==> src/rtl/mult_pkg.sv <==
// Shared types and limits for the sequential shift-add multiplier.
package mult_pkg;

    typedef enum logic [1:0] {
        IDLE  = 2'd0,
        ADD   = 2'd1,
        SHIFT = 2'd2,
        HOLD  = 2'd3
    } state_t;

    localparam int MIN_WIDTH = 2;
    localparam int MAX_WIDTH = 32;

endpackage

==> src/rtl/shift_add_multiplier_if.sv <==
// Operand load / start controls in, product and status out.
interface shift_add_multiplier_if #(
    parameter int WIDTH = 8
);
    logic [WIDTH-1:0] Din;
    logic             Load_B;
    logic             Clr_A;
    logic             Start;
    logic             Signed_Mode;
    logic [WIDTH-1:0] A_out;
    logic [WIDTH-1:0] B_out;
    logic             X_out;
    logic             Busy;
    logic             Done;

    modport master (
        output Din, Load_B, Clr_A, Start, Signed_Mode,
        input  A_out, B_out, X_out, Busy, Done
    );

    modport slave (
        input  Din, Load_B, Clr_A, Start, Signed_Mode,
        output A_out, B_out, X_out, Busy, Done
    );
endinterface

==> src/rtl/shift_add_multiplier_add_sub_unit.sv <==
// Combinational (WIDTH+1)-bit adder/subtractor; sign- or zero-extends both operands.
// Carry/borrow beyond the extension bit is discarded.
module add_sub_unit #(
    parameter int WIDTH = 8
) (
    input  logic [WIDTH-1:0] A,
    input  logic [WIDTH-1:0] S,
    input  logic             Sub,
    input  logic             Sign_Ext,
    output logic [WIDTH:0]   Sum
);
    logic [WIDTH:0] a_ext;
    logic [WIDTH:0] s_ext;

    assign a_ext = {Sign_Ext & A[WIDTH-1], A};
    assign s_ext = {Sign_Ext & S[WIDTH-1], S};
    assign Sum   = Sub ? (a_ext - s_ext) : (a_ext + s_ext);
endmodule

==> src/rtl/shift_add_multiplier.sv <==
// Sequential shift-add multiplier, unsigned or two's complement, product in {A_out,B_out}.
// Latency: 2*WIDTH cycles from the Start edge to Done, independent of operands.
// No backpressure: HOLD keeps the product until Start is seen low.
module shift_add_multiplier
    import mult_pkg::*;
#(
    parameter int WIDTH = 8
) (
    input  logic                   Clk,
    input  logic                   Reset_n,
    shift_add_multiplier_if.slave  bus
);
    localparam int CW = $clog2(WIDTH);
    localparam logic [CW-1:0] LAST = CW'(WIDTH - 1);

    if (WIDTH < MIN_WIDTH || WIDTH > MAX_WIDTH) begin : g_width_check
        $error("shift_add_multiplier: WIDTH out of range");
    end

    state_t           state;
    logic [CW-1:0]    count;
    logic [WIDTH-1:0] s_reg;
    logic             mode;
    logic             x_reg;
    logic [WIDTH-1:0] a_reg;
    logic [WIDTH-1:0] b_reg;
    logic [WIDTH:0]   sum;

    // Signed runs subtract on the multiplier's sign bit (Booth-style correction).
    add_sub_unit #(.WIDTH(WIDTH)) u_add_sub (
        .A        (a_reg),
        .S        (s_reg),
        .Sub      (mode && (count == LAST)),
        .Sign_Ext (mode),
        .Sum      (sum)
    );

    always_ff @(posedge Clk or negedge Reset_n) begin
        if (!Reset_n) begin
            state <= IDLE;
            count <= '0;
            s_reg <= '0;
            mode  <= 1'b0;
            x_reg <= 1'b0;
            a_reg <= '0;
            b_reg <= '0;
        end else begin
            case (state)
                IDLE: begin
                    if (bus.Start) begin
                        s_reg <= bus.Din;
                        mode  <= bus.Signed_Mode;
                        x_reg <= 1'b0;
                        a_reg <= '0;
                        count <= '0;
                        state <= ADD;
                    end else begin
                        if (bus.Load_B) b_reg <= bus.Din;
                        if (bus.Clr_A) begin
                            x_reg <= 1'b0;
                            a_reg <= '0;
                        end
                    end
                end
                ADD: begin
                    if (b_reg[0]) {x_reg, a_reg} <= sum;
                    state <= SHIFT;
                end
                SHIFT: begin
                    x_reg <= mode & x_reg;
                    a_reg <= {x_reg, a_reg[WIDTH-1:1]};
                    b_reg <= {a_reg[0], b_reg[WIDTH-1:1]};
                    if (count == LAST) begin
                        state <= HOLD;
                    end else begin
                        count <= count + 1'b1;
                        state <= ADD;
                    end
                end
                HOLD: begin
                    if (!bus.Start) state <= IDLE;
                end
                default: state <= IDLE;
            endcase
        end
    end

    assign bus.A_out = a_reg;
    assign bus.B_out = b_reg;
    assign bus.X_out = x_reg;
    assign bus.Busy  = (state == ADD) || (state == SHIFT);
    assign bus.Done  = (state == HOLD);
endmodule

==> src/flat_wrapper.sv <==
// flat-port wrapper written by rule: the top's interface ports become plain ports
module shift_add_multiplier_flat import mult_pkg::*;
#(
    parameter int WIDTH = 8
)
  (Clk, Reset_n, bus_Din, bus_Load_B, bus_Clr_A, bus_Start, bus_Signed_Mode, bus_A_out, bus_B_out, bus_X_out, bus_Busy, bus_Done);
  shift_add_multiplier_if #(.WIDTH(WIDTH)) bus_i ();
  input  logic Clk;
  input  logic Reset_n;
  input wire logic [$bits(bus_i.Din)-1:0] bus_Din;
  input wire logic [$bits(bus_i.Load_B)-1:0] bus_Load_B;
  input wire logic [$bits(bus_i.Clr_A)-1:0] bus_Clr_A;
  input wire logic [$bits(bus_i.Start)-1:0] bus_Start;
  input wire logic [$bits(bus_i.Signed_Mode)-1:0] bus_Signed_Mode;
  output wire logic [$bits(bus_i.A_out)-1:0] bus_A_out;
  output wire logic [$bits(bus_i.B_out)-1:0] bus_B_out;
  output wire logic [$bits(bus_i.X_out)-1:0] bus_X_out;
  output wire logic [$bits(bus_i.Busy)-1:0] bus_Busy;
  output wire logic [$bits(bus_i.Done)-1:0] bus_Done;
  assign bus_i.Din = bus_Din;
  assign bus_i.Load_B = bus_Load_B;
  assign bus_i.Clr_A = bus_Clr_A;
  assign bus_i.Start = bus_Start;
  assign bus_i.Signed_Mode = bus_Signed_Mode;
  assign bus_A_out = bus_i.A_out;
  assign bus_B_out = bus_i.B_out;
  assign bus_X_out = bus_i.X_out;
  assign bus_Busy = bus_i.Busy;
  assign bus_Done = bus_i.Done;
  shift_add_multiplier #(.WIDTH(WIDTH)) u_core (.Clk(Clk), .Reset_n(Reset_n), .bus(bus_i));
endmodule
==> config.mk <==
export PLATFORM = sky130hd
export DESIGN_NAME = shift_add_multiplier_flat
export DESIGN_NICKNAME = d
export VERILOG_FILES = /design/src/rtl/mult_pkg.sv /design/src/rtl/shift_add_multiplier_if.sv /design/src/rtl/shift_add_multiplier_add_sub_unit.sv /design/src/rtl/shift_add_multiplier.sv /design/src/flat_wrapper.sv
export SDC_FILE = /design/constraint.sdc
export NUM_CORES = 1
export LEC_CHECK = 0
export BUFFER_PORTS_ARGS = -buffer_cell sky130_fd_sc_hd__buf_2
export CORE_UTILIZATION = 30
export DETAILED_ROUTE_END_ITERATION = 16
export HOLD_SLACK_MARGIN = 0.02
export PLACE_DENSITY = 0.49
export SYNTH_ARGS = -nofsm -noshare
export SYNTH_HDL_FRONTEND = slang
export SYNTH_SLANG_ARGS = --single-unit
export TNS_END_PERCENT = 100
==> constraint.sdc <==
create_clock -name Clk -period 3.35 [get_ports Clk]
set_clock_uncertainty 0.2 [all_clocks]
set_input_delay 0.335 -clock Clk [delete_from_list [all_inputs] [get_ports Clk]]
set_output_delay 0.335 -clock Clk [all_outputs]
set_load 0.01 [all_outputs]
# Yosys cells after proc, flatten, opt, wreduce, memory -nomap -nowiden
# Index checks and enable logic that the tools add are counted.
dict set report totals {
  regBits 31
}
dict set report op_classes {
  addsub 3
  n_eq_ne 11
  muxes 19
  bitwise_logic 3
  reduce_logical 10
}
# cell count
set ops {}
lappend ops {{$mux 8} 5}
lappend ops {{$pmux 8 s3} 1}
lappend ops {{$pmux 8 s2} 1}
lappend ops {{$ne 2x2->1 const B} 5}
lappend ops {{$add 9x9->9} 1}
lappend ops {{$mux 9} 1}
lappend ops {{$reduce_and 3->1} 3}
lappend ops {{$sub 9x9->9} 1}
lappend ops {{$pmux 2 s4} 1}
lappend ops {{$mux 2} 3}
lappend ops {{$mux 3} 2}
lappend ops {{$pmux 3 s2} 1}
lappend ops {{$eq 2x2->1 const B} 2}
lappend ops {{$reduce_and 2->1} 2}
lappend ops {{$add 3x1->3 const B} 1}
lappend ops {{$and 1x1->1} 3}
lappend ops {{$eq 3x3->1 const B} 1}
lappend ops {{$mux 1} 3}
lappend ops {{$ne 3x3->1 const B} 1}
lappend ops {{$pmux 1 s3} 1}
lappend ops {{$reduce_bool 3->1} 1}
lappend ops {{$eq 2x1->1 const B} 1}
lappend ops {{$logic_not 2->1} 1}
lappend ops {{$ne 2x1->1 const B} 1}
lappend ops {{3 further kinds} 3}

# Longest topological paths before layout
dict set report depth {
  depth_word 5
  mapped_depth 13
  ltp_nobuf 12
}

# By module
# Synthesis repeated with hierarchy kept, for this count alone.
dict set report unflattened {
  hier_cells 201
  hier_area_um2 2144.6
}
# mod instances cells_each area_per_inst_um2 seq_area_each_um2
set by_module_without_submodules {}
lappend by_module_without_submodules {shift_add_multiplier 1 128 1590.3 775.7}
lappend by_module_without_submodules {add_sub_unit 1 73 554.3 0.0}

# Worst setup path before layout
# No wires, ideal clock.
dict set report synth_timing {
  kind {register to register}
  from {reg u_core.count[0]}
  to {reg u_core.x_reg (netlist: u_core.bus.X_out)}
  setup_time_ps 80
  arrival_time_ps 2511
  required_time_ps 3070
  path_slack_ps 559
  path_stages_with_launch 13
  path_buffers 1
  period_less_slack_ps 2791
  path_cell_list {dfrtp_1 ha_1 ha_1 buf_4 and2_1 a21oi_1 xnor2_1 ha_1 o21a_1 o21ai_0 a21oi_2 a2111o_1 o211ai_2}
}
dict set report synth_via {
  elab_chain_cells 5
}
# element line
set synth_rtl {}
lappend synth_rtl {{start: declaration} shift_add_multiplier.sv:21} ;# logic [CW-1:0] count;
lappend synth_rtl {{start signal: assignment} shift_add_multiplier.sv:76} ;# count <= count + 1'b1;
lappend synth_rtl {{$eq 3x3->1} shift_add_multiplier.sv:33} ;# .Sub (mode && (count == LAST)),
lappend synth_rtl {{$logic_and 1x1->1} shift_add_multiplier.sv:33}
lappend synth_rtl {{$mux 9} shift_add_multiplier_add_sub_unit.sv:17} ;# assign Sum = Sub ? (a_ext - s_ext) : (a_ext + s_ext);
lappend synth_rtl {{$mux 1} shift_add_multiplier.sv:66} ;# if (b_reg[0]) {x_reg, a_reg} <= sum;
lappend synth_rtl {{$pmux 1 s3} shift_add_multiplier.sv:48} ;# case (state)
lappend synth_rtl {{end signal: assignment} shift_add_multiplier.sv:66}
lappend synth_rtl {{end signal: assignment} shift_add_multiplier.sv:70} ;# x_reg <= mode & x_reg;
lappend synth_rtl {{end: declaration} shift_add_multiplier.sv:24} ;# logic x_reg;
# No other way between the ends. The select of a mux whose other input is x is not followed.
# A chain may end at the register's enable or synchronous reset.

# Worst setup path in the final report
dict set report layout_timing {
  from {reg u_core.count[0]}
  to {reg u_core.a_reg[7] (netlist: u_core.bus.A_out[7])}
}
dict set report layout_via {
  elab_chain_cells 5
}
# element line
set layout_rtl {}
lappend layout_rtl {{$eq 3x3->1} shift_add_multiplier.sv:33}
lappend layout_rtl {{$logic_and 1x1->1} shift_add_multiplier.sv:33}
lappend layout_rtl {{$mux 9} shift_add_multiplier_add_sub_unit.sv:17}
lappend layout_rtl {{$mux 8} shift_add_multiplier.sv:66}
lappend layout_rtl {{$pmux 8 s3} shift_add_multiplier.sv:48}
lappend layout_rtl {{end signal: assignment} shift_add_multiplier.sv:66}
lappend layout_rtl {{end signal: assignment} shift_add_multiplier.sv:71} ;# a_reg <= {x_reg, a_reg[WIDTH-1:1]};
lappend layout_rtl {{end: declaration} shift_add_multiplier.sv:25} ;# logic [WIDTH-1:0] a_reg;
# No other way between the ends. The select of a mux whose other input is x is not followed.

==> tab_implementation.tex <==
\begin{tabular}{lr}
\hline
Metric & Value \\
\hline
\multicolumn{2}{l}{\textbf{Outcome}} \\
\quad Outcome & finished clean \\
\multicolumn{2}{l}{\textbf{Timing}} \\
\quad Clock period minus final worst setup slack & 3000 ps \\
\quad Post-route fraction of the period consumed by the critical path & 0.895 \\
\quad Slack of the critical path & 352 ps \\
\quad Hold violation count in the final report & 0 \\
\quad Setup Total Neg Slack & 0 ps \\
\quad RSZ-0062 raised after global routing & no \\
\quad Worst slack on hold paths & 80.8 ps \\
\quad Pins Over Slew Limit & 0 \\
\quad Worst slew margin relative to its limit & 0.495 \\
\quad Worst Tran Pin Value & between 700 and 800 ps \\
\quad Achievable frequency & 0.334 GHz \\
\quad Final setup fails & 0 \\
\multicolumn{2}{l}{\textbf{GRT}} \\
\quad All-layer global routing usage & 0.147 \\
\quad Maximum number of pins on one net before global-route repair & 32 \\
\quad Vias in the first global route & 1,679 \\
\quad Total overflow reported by the global router & 0 \\
\quad Antenna violations before repair & 0 \\
\quad Wire length of the first global-routing pass & approximately 8400 um \\
\multicolumn{2}{l}{\textbf{Setup path}} \\
\quad CP Capture Type & flop \\
\quad Arrival time at the worst endpoint & approximately 3000 ps \\
\quad Reg-to-reg endpoint & u\_core.bus.A\_out[7]\$\_DFFE\_PN0P\_ \\
\quad Required time of the critical path & 3350 ps \\
\quad Critical Path Fanout Max & 11 \\
\quad Worst reg2reg path depth & 11 \\
\quad Category of the most critical setup path & flop to flop \\
\quad Startpoint of the worst register-to-register path & u\_core.count[0]\$\_DFFE\_PN0P\_ \\
\quad Setup slack of the most critical reg-to-reg path & 350 ps \\
\quad Beginning of the critical path & u\_core.count[0]\$\_DFFE\_PN0P\_ \\
\quad Launching element type of the critical path & flop \\
\multicolumn{2}{l}{\textbf{Placement}} \\
\quad Placement-stage cell area & 0.00239 sq mm \\
\quad Gpl congestion & a little under 0.8 \\
\quad Detailed placer's ending HPWL & 3700 um \\
\quad Pre-CTS worst setup slack & 359 ps \\
\quad Number of I/O port buffers & 32 \\
\quad Cell total after placement & 342 \\
\multicolumn{2}{l}{\textbf{Layout}} \\
\quad Area delta synth->final & 15.9\% \\
\quad Final standard cell count with taps included and fillers excluded & 351 \\
\quad Share of post-route cells with drive strength above 1 & 0.251 \\
\quad Layout filler cell count & 707 \\
\quad Core occupancy in the finished layout & 0.363 \\
\quad Final instance area & 0.00249 sq mm \\
\quad Final \#Nets & 284 \\
\quad Number of diodes & 0 \\
\multicolumn{2}{l}{\textbf{Floorplanning}} \\
\quad Die width & a little under 90 um \\
\quad Starting Density & 0.313 \\
\quad Die Ht & around 87 um \\
\quad Core Area & 0.00687 sq mm \\
\quad Count of boundary I/O pins & 33 \\
\quad Num rows & 30 \\
\quad Full die area & 0.00751 sq mm \\
\multicolumn{2}{l}{\textbf{Min path}} \\
\quad Worst hold path type & primary input to flop \\
\quad Min-delay src & bus\_Signed\_Mode \\
\quad Number of cells traversed by the worst hold path & 2 \\
\quad Hold Crit Endpoint & u\_core.mode\$\_DFFE\_PN0P\_ \\
\multicolumn{2}{l}{\textbf{Synthesis}} \\
\quad Most used flip-flop cell after synthesis & sky130\_fd\_sc\_hd\_\_dfrtp\_1 \\
\quad Post-synth EDFFs & 0 \\
\quad Cell area after synthesis & 0.00215 sq mm \\
\quad Unique cell type count in the Yosys netlist & 54 \\
\quad \#FFs+latches synth & 31 \\
\quad Net count of the mapped netlist & 250 \\
\quad YS warnings & 0 \\
\quad Async set or reset register ratio after synthesis & 1.00 \\
\quad Share of the yosys chip area belonging to registers & 0.361 \\
\quad Mean cell area of the mapped netlist & 9.77 sq um \\
\quad Cell count after synthesis & 220 \\
\multicolumn{2}{l}{\textbf{Run}} \\
\quad Number of max-capacitance violations reported & 0 \\
\multicolumn{2}{l}{\textbf{Route}} \\
\quad Post-route DRC violation count & 0 \\
\quad Average wire per cell in the routed design & 13.9 um \\
\quad Number of detailed-route iterations in the first pass & 4 \\
\quad DR vias & 1,719 \\
\quad Average vias per placed instance & 4.90 \\
\quad Wirelength, routed & a little under 5000 um \\
\quad Final antenna-violating net count & 0 \\
\quad Starting DRC count in detailed routing & 87 \\
\multicolumn{2}{l}{\textbf{Clock tree}} \\
\quad Clk Tree Root Cell & sky130\_fd\_sc\_hd\_\_clkbuf\_8 \\
\quad Clock sink count & 31 \\
\quad H-tree depth reported by CTS & 2 \\
\quad Total of cells resized after clock tree synthesis & 0 \\
\quad Buffers from clock root to sink, at most & 2 \\
\quad CTS tree & built \\
\quad Register clock-pin slew on the reported worst setup and hold paths & 70 ps \\
\quad Number of clock buffers inserted by TritonCTS & 5 \\
\quad Source-to-sink clock delay at the later pin of the worst-skew pair & a little under 300 ps \\
\multicolumn{2}{l}{\textbf{Power}} \\
\quad Max IR drop VDD & 341 uV \\
\quad Total power density per cell area & 1080 mW/mm\^{}2 \\
\quad Static Leakage & approximately 1.1 nW \\
\quad Post-layout power & between 2 and 3 mW \\
\hline
\end{tabular}
-- worst max path at each step --
stage	end	cells past startpoint
after global placement	u_core.bus.A_out[7]$_DFFE_PN0P_	11
after CTS	u_core.bus.A_out[7]$_DFFE_PN0P_	11
after floorplan	u_core.bus.X_out$_DFFE_PN0P_	12
after detailed placement	u_core.bus.A_out[7]$_DFFE_PN0P_	11
after global routing	u_core.bus.A_out[7]$_DFFE_PN0P_	11
final	u_core.bus.A_out[7]$_DFFE_PN0P_	11
-- synthesized netlist by cell type, types with 2 or more instances --
library cell,number,area [sq um]
sky130_fd_sc_hd__a22o_1,4,35.0
sky130_fd_sc_hd__and2b_1,2,15.0
sky130_fd_sc_hd__inv_1,11,41.3
sky130_fd_sc_hd__mux2i_1,9,90.1
sky130_fd_sc_hd__nor2_1,9,33.8
sky130_fd_sc_hd__a21oi_2,2,17.5
sky130_fd_sc_hd__o21ai_0,16,80.1
sky130_fd_sc_hd__buf_2,3,15.0
sky130_fd_sc_hd__o21bai_1,2,15.0
sky130_fd_sc_hd__nand2_1,23,86.3
sky130_fd_sc_hd__o21ai_1,7,35.0
sky130_fd_sc_hd__ha_1,15,188
sky130_fd_sc_hd__nor3_1,2,10.0
sky130_fd_sc_hd__a32oi_1,2,17.5
sky130_fd_sc_hd__mux2_2,10,113
sky130_fd_sc_hd__nand2b_1,4,25.0
sky130_fd_sc_hd__a21o_1,2,15.0
sky130_fd_sc_hd__a21oi_1,12,60.1
sky130_fd_sc_hd__nor2b_1,3,18.8
sky130_fd_sc_hd__xnor2_1,5,43.8
sky130_fd_sc_hd__clkbuf_1,2,7.51
sky130_fd_sc_hd__dfrtp_1,31,776
sky130_fd_sc_hd__o21a_1,3,22.5
sky130_fd_sc_hd__nand3_1,7,35.0
sky130_fd_sc_hd__a211o_1,2,17.5
sky130_fd_sc_hd__o31ai_1,4,30.0
-- cells in the final DEF, fill, tap and decap left out, types with 3 or more instances in the layout --
| cell | instances |
|---|---|
| sky130_fd_sc_hd__nand2_1 | 23 |
| sky130_fd_sc_hd__o21ai_0 | 16 |
| sky130_fd_sc_hd__buf_2 | 32 |
| sky130_fd_sc_hd__nor2b_1 | 3 |
| sky130_fd_sc_hd__a21oi_1 | 12 |
| sky130_fd_sc_hd__nand3_1 | 7 |
| sky130_fd_sc_hd__inv_1 | 11 |
| sky130_fd_sc_hd__o21a_1 | 3 |
| sky130_fd_sc_hd__a22o_1 | 4 |
| sky130_fd_sc_hd__xnor2_1 | 5 |
| sky130_fd_sc_hd__dfrtp_1 | 31 |
| sky130_fd_sc_hd__ha_1 | 15 |
| sky130_fd_sc_hd__clkbuf_8 | 5 |
| sky130_fd_sc_hd__o21ai_1 | 7 |
| sky130_fd_sc_hd__nand2b_1 | 4 |
| sky130_fd_sc_hd__nor2_1 | 9 |
| sky130_fd_sc_hd__mux2_2 | 10 |
| sky130_fd_sc_hd__mux2i_1 | 9 |
| sky130_fd_sc_hd__o31ai_1 | 4 |
-- power breakdown --
part	leakage (nW)	internal [mW]	switching, mW
clock	0.0402	0.144	0.158
combinational	0.700	0.731	0.895
sequential	0.389	0.546	0.206
total	1.13	1.42	1.26
-- kinds of logic (layout without fill, tap and decap cells) --
family,after synthesis,in the layout,share of synthesized area
mux,19,19,0.0943
buf+inv,18,53,0.0396
flops,31,31,0.361
fa+ha+maj,16,16,0.0966
simple gates,60,60,0.145
xor+xnor,6,6,0.0244
compound gates,70,70,0.239
-- final cells by class --
cell class                      instances  area (sq um)  area share
Multi-Input combinational cell        171          1290       0.517
Sequential cell                        31           776       0.311
Timing Repair Buffer                   34           178      0.0713
Tap cell                               96           120      0.0482
Clock buffer                            5          68.8      0.0276
Inverter                               11          41.3      0.0166
Clock inverter                          3          20.0     0.00803
-- worst max-delay path, cell delays in order (launching register included) --
cell                      delay, ps
sky130_fd_sc_hd__dfrtp_1        380
sky130_fd_sc_hd__ha_1           170
sky130_fd_sc_hd__ha_1           330
sky130_fd_sc_hd__nand2_1        140
sky130_fd_sc_hd__o21ai_0        370
sky130_fd_sc_hd__inv_1           80
sky130_fd_sc_hd__ha_1           280
sky130_fd_sc_hd__nor2b_1        170
sky130_fd_sc_hd__o21ai_1        110
sky130_fd_sc_hd__a211o_1        290
sky130_fd_sc_hd__and3_1         180
sky130_fd_sc_hd__o31ai_1        220
-- repair_timing --
item,CTS,global route
setup buffers,0,0
hold endpoints to repair,31,0
hold buffers,1,0
-- routing by layer --
metal,track usage,vias to the layer above,part of all wire
met3,0.0295,6,0.036
met5,0,-,0
met4,0.0591,0,0.014
met1,0.205,807,0.52
met2,0.223,37,0.43
li1,-,869,-
Power figures use the tool's default switching activity.
